## src/rtl/cory_tpram.sv

```systemverilog
// rtl/cory_tpram.sv - two-port RAM endpoint for the queue SRAM ports with periodic ready stalls.
// Optional write-first forwarding on same-address collisions: CORY_TPRAM_BYPASS_EN.
module cory_tpram #(
  parameter int N  = 8,
  parameter int Q  = 256,
  parameter int A  = $clog2(Q),
  parameter int WS = 0,
  parameter int RS = 0
) (
  input  logic         clk,
  input  logic         reset,
  input  logic         i_s_wen,
  input  logic [A-1:0] i_s_waddr,
  input  logic [N-1:0] i_s_wdata,
  output logic         o_s_wready,
  input  logic         i_s_ren,
  input  logic         i_s_oen,
  input  logic [A-1:0] i_s_raddr,
  output logic [N-1:0] o_s_rdata,
  output logic         o_s_rready
);

  localparam int WCW = (WS > 1) ? $clog2(WS) : 1;
  localparam int RCW = (RS > 1) ? $clog2(RS) : 1;
  localparam logic [WCW-1:0] WLAST = WCW'((WS > 0) ? WS - 1 : 0);
  localparam logic [RCW-1:0] RLAST = RCW'((RS > 0) ? RS - 1 : 0);

  logic [N-1:0]   mem [Q];
  logic [WCW-1:0] wcnt_q, wcnt_d;
  logic [RCW-1:0] rcnt_q, rcnt_d;
  logic [N-1:0]   rdata_q, rdata_d;
  logic [N-1:0]   oe_q, oe_d;
  logic           w_acc, r_acc;

  // Readies depend only on the counters, never on the request inputs.
  assign o_s_wready = (WS == 0) || (wcnt_q != WLAST);
  assign o_s_rready = (RS == 0) || (rcnt_q != RLAST);

  assign w_acc = !reset && !i_s_wen && o_s_wready;
  assign r_acc = !reset && !i_s_ren && o_s_rready;

  assign o_s_rdata = i_s_oen ? oe_q : rdata_q;

  always_comb begin
    wcnt_d  = (WS == 0 || wcnt_q == WLAST) ? '0 : wcnt_q + WCW'(1);
    rcnt_d  = (RS == 0 || rcnt_q == RLAST) ? '0 : rcnt_q + RCW'(1);
    oe_d    = i_s_oen ? oe_q : rdata_q;
    rdata_d = rdata_q;
    if (r_acc) begin
      rdata_d = mem[i_s_raddr];
`ifdef CORY_TPRAM_BYPASS_EN
      if (w_acc && (i_s_waddr == i_s_raddr)) begin
        rdata_d = i_s_wdata;
      end
`endif
    end
  end

  always_ff @(posedge clk) begin
    if (reset) begin
      wcnt_q  <= '0;
      rcnt_q  <= '0;
      rdata_q <= '0;
      oe_q    <= '0;
    end else begin
      wcnt_q  <= wcnt_d;
      rcnt_q  <= rcnt_d;
      rdata_q <= rdata_d;
      oe_q    <= oe_d;
    end
  end

  // Storage has no reset so its contents survive a mid-run reset.
  always_ff @(posedge clk) begin
    if (w_acc) begin
      mem[i_s_waddr] <= i_s_wdata;
    end
  end

`ifdef SIM
  initial begin
    if (WS == 1 || RS == 1) begin
      $display("ERROR: cory_tpram stall period of 1 is illegal (WS=%0d RS=%0d)", WS, RS);
      $finish;
    end
  end

  always @(posedge clk) begin
    if ((w_acc && 32'(i_s_waddr) >= Q) || (r_acc && 32'(i_s_raddr) >= Q)) begin
      $display("ERROR: cory_tpram access beyond depth %0d", Q);
      $finish;
    end
  end
`endif

endmodule

```

## config.mk

```make
export PLATFORM = sky130hd
export DESIGN_NAME = cory_tpram
export DESIGN_NICKNAME = d
export VERILOG_FILES = /design/src/rtl/cory_tpram.sv
export SDC_FILE = /design/constraint.sdc
export NUM_CORES = 2
export LEC_CHECK = 0
export CORE_ASPECT_RATIO = 0.9
export CORE_MARGIN = 1
export CORE_UTILIZATION = 50
export DETAILED_ROUTE_END_ITERATION = 12
export PLACE_DENSITY = 0.74
export SKIP_CTS_REPAIR_TIMING = 1
export SLEW_MARGIN = 20
export SYNTH_ARGS = -nofsm -noshare
export SYNTH_HDL_FRONTEND = slang
export SYNTH_SLANG_ARGS = --single-unit
```

## constraint.sdc

```tcl
create_clock -name clk -period 2.9 [get_ports clk]
set_input_delay 0.58 -clock clk [delete_from_list [all_inputs] [get_ports clk]]
set_output_delay 0.58 -clock clk [all_outputs]
set_load 0.01 [all_outputs]
```

# [Yosys cells after proc, flatten, opt, wreduce, memory -nomap -nowiden]
# Memories as Yosys holds them, arrays and structs flattened. A register that Yosys moved wholly into a read port is not among the register bits.
# Index checks and enable logic that the tools add are counted.
[totals] regBits=8 latchBits=0 ram_bits=2048 romBits=0 inputBits=29 wordCells=10 memories=1
[op_classes] n_addsub=0 n_mul=0 div=0 magnitude_cmp=0 eq_ne=0 shift=0 n_mux=3 bitwise=0 n_reduce_logical=5
[mem_list] memory="mem" words=256 width=8 rd=1 rd_ports_with_merged_regs=1 write_ports=1 line="28" source="logic [N-1:0] mem [Q];"
[ops] cell="2-to-1 mux 8 bit" count=1
[ops] cell="logical NOT 1 bit" count=3
[ops] cell="logical AND 1 bit" count=2
[ops] cell="2-to-1 mux 1 bit" count=2

# [Depth between registers and ports, before layout]
[depth] depth_word=4 mapped_depth=13 depth_no_buf=7

# [Least setup slack after synthesis]
# OpenSTA, ideal clock, no wires.
[synth_timing] path_kind="in2reg" from="input port i_s_raddr[0]" to="register rdata_q[4] (read register of mem)" arrival_time_ns=2.607 required_ns=2.775 path_slack_ns=0.167 cell_stages=10 path_buffers=4 path_cell_list="buf_6 > buf_8 > buf_6 > buf_2 > mux4_2 > a211o_1 > a21oi_1 > a221oi_1 > a32oi_1 > o41ai_1"
[synth_lines] item="start, declared" line="18" source="input logic [A-1:0] i_s_raddr,"
[synth_lines] item="end, declared" line="31" source="logic [N-1:0] rdata_q, rdata_d;"

==> out/metrics.csv <==
stage;metric;value;unit
pwr;p_int;48.0;mW
clocking;cts.clk_slew.worst_paths;60;ps
global_routing;grt_pass1_wl;307000;um
sta;skew;43.3;ps
synth;synth_area;80500;um2
place;place_hpwl;140000;um
worst_setup_path;r2r-start;mem[115][3]$_DFFE_PP_;
pwr;worst_ir_drop_vdd;0.000632;V
pwr;power_frac_comb;5.8;%
sta;hold_violations;0;
clocking;cts_buffer_depth;3;
global_routing;grt_overflow;0;
floorplan;coreArea;160000;um2
layout;area_delta_synth_final;18.4;%
global_routing;grt_max_degree;104;
worst_setup_path;crit_path_start_kind;input pin;
floorplan;die_w;425;um
synth;synth.avg_cell_area;20.9;um2
synth;ys_async_sr_fraction;0;%
synth;ys_ff_latch;2064;
pwr;p_leak;31.7;nW
layout;nNetsFinal;4689;
global_routing;antenna_found_initial;7;
floorplan;start_util;50.4;%
floorplan;dieHeight;383;um
sta;fin_crit_sh;99.2;%
worst_setup_path;crit_fanout;9;
worst_setup_path;r2r_cells;10;
sta;final-setup-viol-count;0;
routing;ant_nets;0;
worst_setup_path;crit_buf_inv;5;
worst_hold_path;min_path_type;input pin to register;
floorplan;io_pins;39;
floorplan;rows;139;
sta;finalWorstSetupSlack;22.0;ps
run_status;status;completed;
pwr;powerDensity;641;nW/um2
worst_setup_path;critPathLaunch;i_s_raddr[3];
pwr;total_power;61.1;mW
layout;drive_gt1_share;31.3;%
global_routing;grt_pass1_vias;43700;
sta;relSlewSlack;36.6;%
routing;wl_per_cell;31.0;um
clocking;cts.sinks;2064;
place;port_buffers;36;
worst_setup_path;path_delay_family;buffers and inverters;
worst_setup_path;cp.required;3680;ps
sta;holdWs;84.8;ps
synth;ys.flop_type;edfxtp_1;
sta;slew_viol_final;0;
worst_setup_path;cp.depth;12;
place;dpl_cell_area;89200;um2
clocking;tritoncts;built;
pwr;switching_share;21.4;%
synth;ys_seq_area_share;76.8;%
worst_setup_path;cp.arrival;3650;ps
floorplan;die_area;163000;um2
synth;yosysMostFrequentCell;edfxtp_1;
global_routing;track_usage;26.5;%
worst_setup_path;crit_slowest_cell;a32oi_1;
synth;netlist_top_cells_count;2,048 x edfxtp_1, 398 x mux4_2, 296 x nor2_1, 238 x mux2i_1, 88 x clkbuf_1;
synth;yosys.area.top_type;edfxtp_1;
worst_setup_path;r2r_end;rdata_q[3]$_SDFFE_PP0P_;
routing;drc;0;
clocking;cts_buffers;190;
worst_setup_path;r2r_slack;120;ps
synth;synth_top_area_share;76.4;%
routing;num_vias;43900;
worst_setup_path;crit_path_max_incr_delay;570;ps
synth;yosysWarnings;0;
place;gp_congestion;0.955;
clocking;cts_root_buf;clkbuf_16;
clocking;cts_max_level;4;
sta;tightest_slew;948;ps
sta;max_freq;347;MHz
worst_setup_path;endpoint_kind;register;
layout;fillers;10900;
pwr;power_frac_seq;53.8;%
worst_setup_path;cpMostUsedCell;buf_12;
layout;design_area;95400;um2
routing;drt-initial-drc-count;6381;
synth;synth_cell_types;61;
sta;fin_crit;2880;ps
synth;synth_edf_count;2048;
clocking;clock_latency;840;ps
place;pre_cts_ws;-896;ps
routing;vias_per_cell;6.33;
routing;drt_wl_total;215000;um
sta;rsz0062_at_grt;false;
worst_setup_path;worstSetupEndpoint;rdata_q[0]$_SDFFE_PP0P_;
pwr;p_clk_share;40.4;%
synth;synth_cells;3861;
job;drv_cap;0;
pwr;power_switching;13.1;mW
worst_setup_path;crit_chain;clkdlybuf4s50_1, buf_12, buf_12, nor2_1, nand2_1, nor2_1, buf_12, a32oi_1, o211ai_1, nor4_1, buf_4, a221o_1;
worst_setup_path;crit_type;input pin to register;
routing;first_pass_iters;7;
synth;synth_area_leaders;edfxtp_1 76%, mux4_2 11%, mux2i_1 3.0%;
==> registers in the layout (all words and copies together), names as in the netlist <==
register,cells
rdata_q,8
oe_q,8
mem,2048
==> layout make-up <==
cell class              instances  area [um2]  area share (%)
diodes                          2        5.00         0.00525
clock buffers                 234        5020            5.27
clock inverters               115        1090            1.14
inverters                       2        12.5          0.0131
multi-input cells            1557       17100            18.0
flip-flops and latches       2064       61800            64.8
well taps                    2115        2650            2.78
repair buffers                845        7640            8.02
==> kinds of logic after synthesis <==
kind of cell,after synthesis,synth area share [%]
flip-flops,2064,76.8
AO/OA/AOI/OAI,332,2.92
AND/OR/NAND/NOR,543,2.95
other,1,0.00466
buffers and inverters,241,2.04
multiplexers,680,15.3
==> power groups by stage <==
stage	Clock [mW]	Combinational (mW)	Sequential [mW]
2_1_floorplan	0	1.59	33.5
3_3_place_gp	0	3.40	33.5
3_5_place_dp	0	3.47	33.5
4_1_cts	24.9	3.50	32.9
5_1_grt	25.9	3.65	32.8
6_report	24.7	3.55	32.9
==> metal layers <==
metal / track usage (%) / part of all wire, % / up-vias
met1: 36.1 / 36 / 22600
met5: 0 / 0.023 / -
li1: - / - / 17700
met3: 6.78 / 12 / 528
met2: 40.8 / 47 / 3024
met4: 11.2 / 4.7 / 8
==> placed cells by master, fill, tap and decap left out, types with 45 or more instances in the layout <==
cell	n
o22ai_1	86
mux4_2	398
buf_12	94
clkbuf_16	194
edfxtp_1	2048
nand3_1	45
nor2_1	294
mux2i_1	238
nand2_1	82
buf_4	717
==> stage by stage <==
stage / setup TNS [ps] / util [%] / std cells
final: 0 / 59.7 / 6934
after global routing: 0 / 59.7 / 6934
after CTS: -39.1 / 59.7 / 6932
after detailed placement: -6540 / 55.9 / 6583
after global placement: -5600 / 55.9 / 6583
after floorplan: 0 / - / 3862
==> how the worst min path moves through the flow <==
stage	start	to	slack, ps	cells past startpoint
2_1_floorplan	rdata_q[4]$_SDFFE_PP0P_	rdata_q[4]$_SDFFE_PP0P_	430	2
3_3_place_gp	oe_q[4]$_SDFF_PP0_	oe_q[4]$_SDFF_PP0_	570	2
3_5_place_dp	oe_q[1]$_SDFF_PP0_	oe_q[1]$_SDFF_PP0_	570	2
4_1_cts	i_s_wdata[6]	mem[177][6]$_DFFE_PP_	40	1
5_1_grt	i_s_wdata[6]	mem[177][6]$_DFFE_PP_	60	1
6_report	i_s_wdata[6]	mem[176][6]$_DFFE_PP_	80	1
Power figures use the tool's default switching activity.
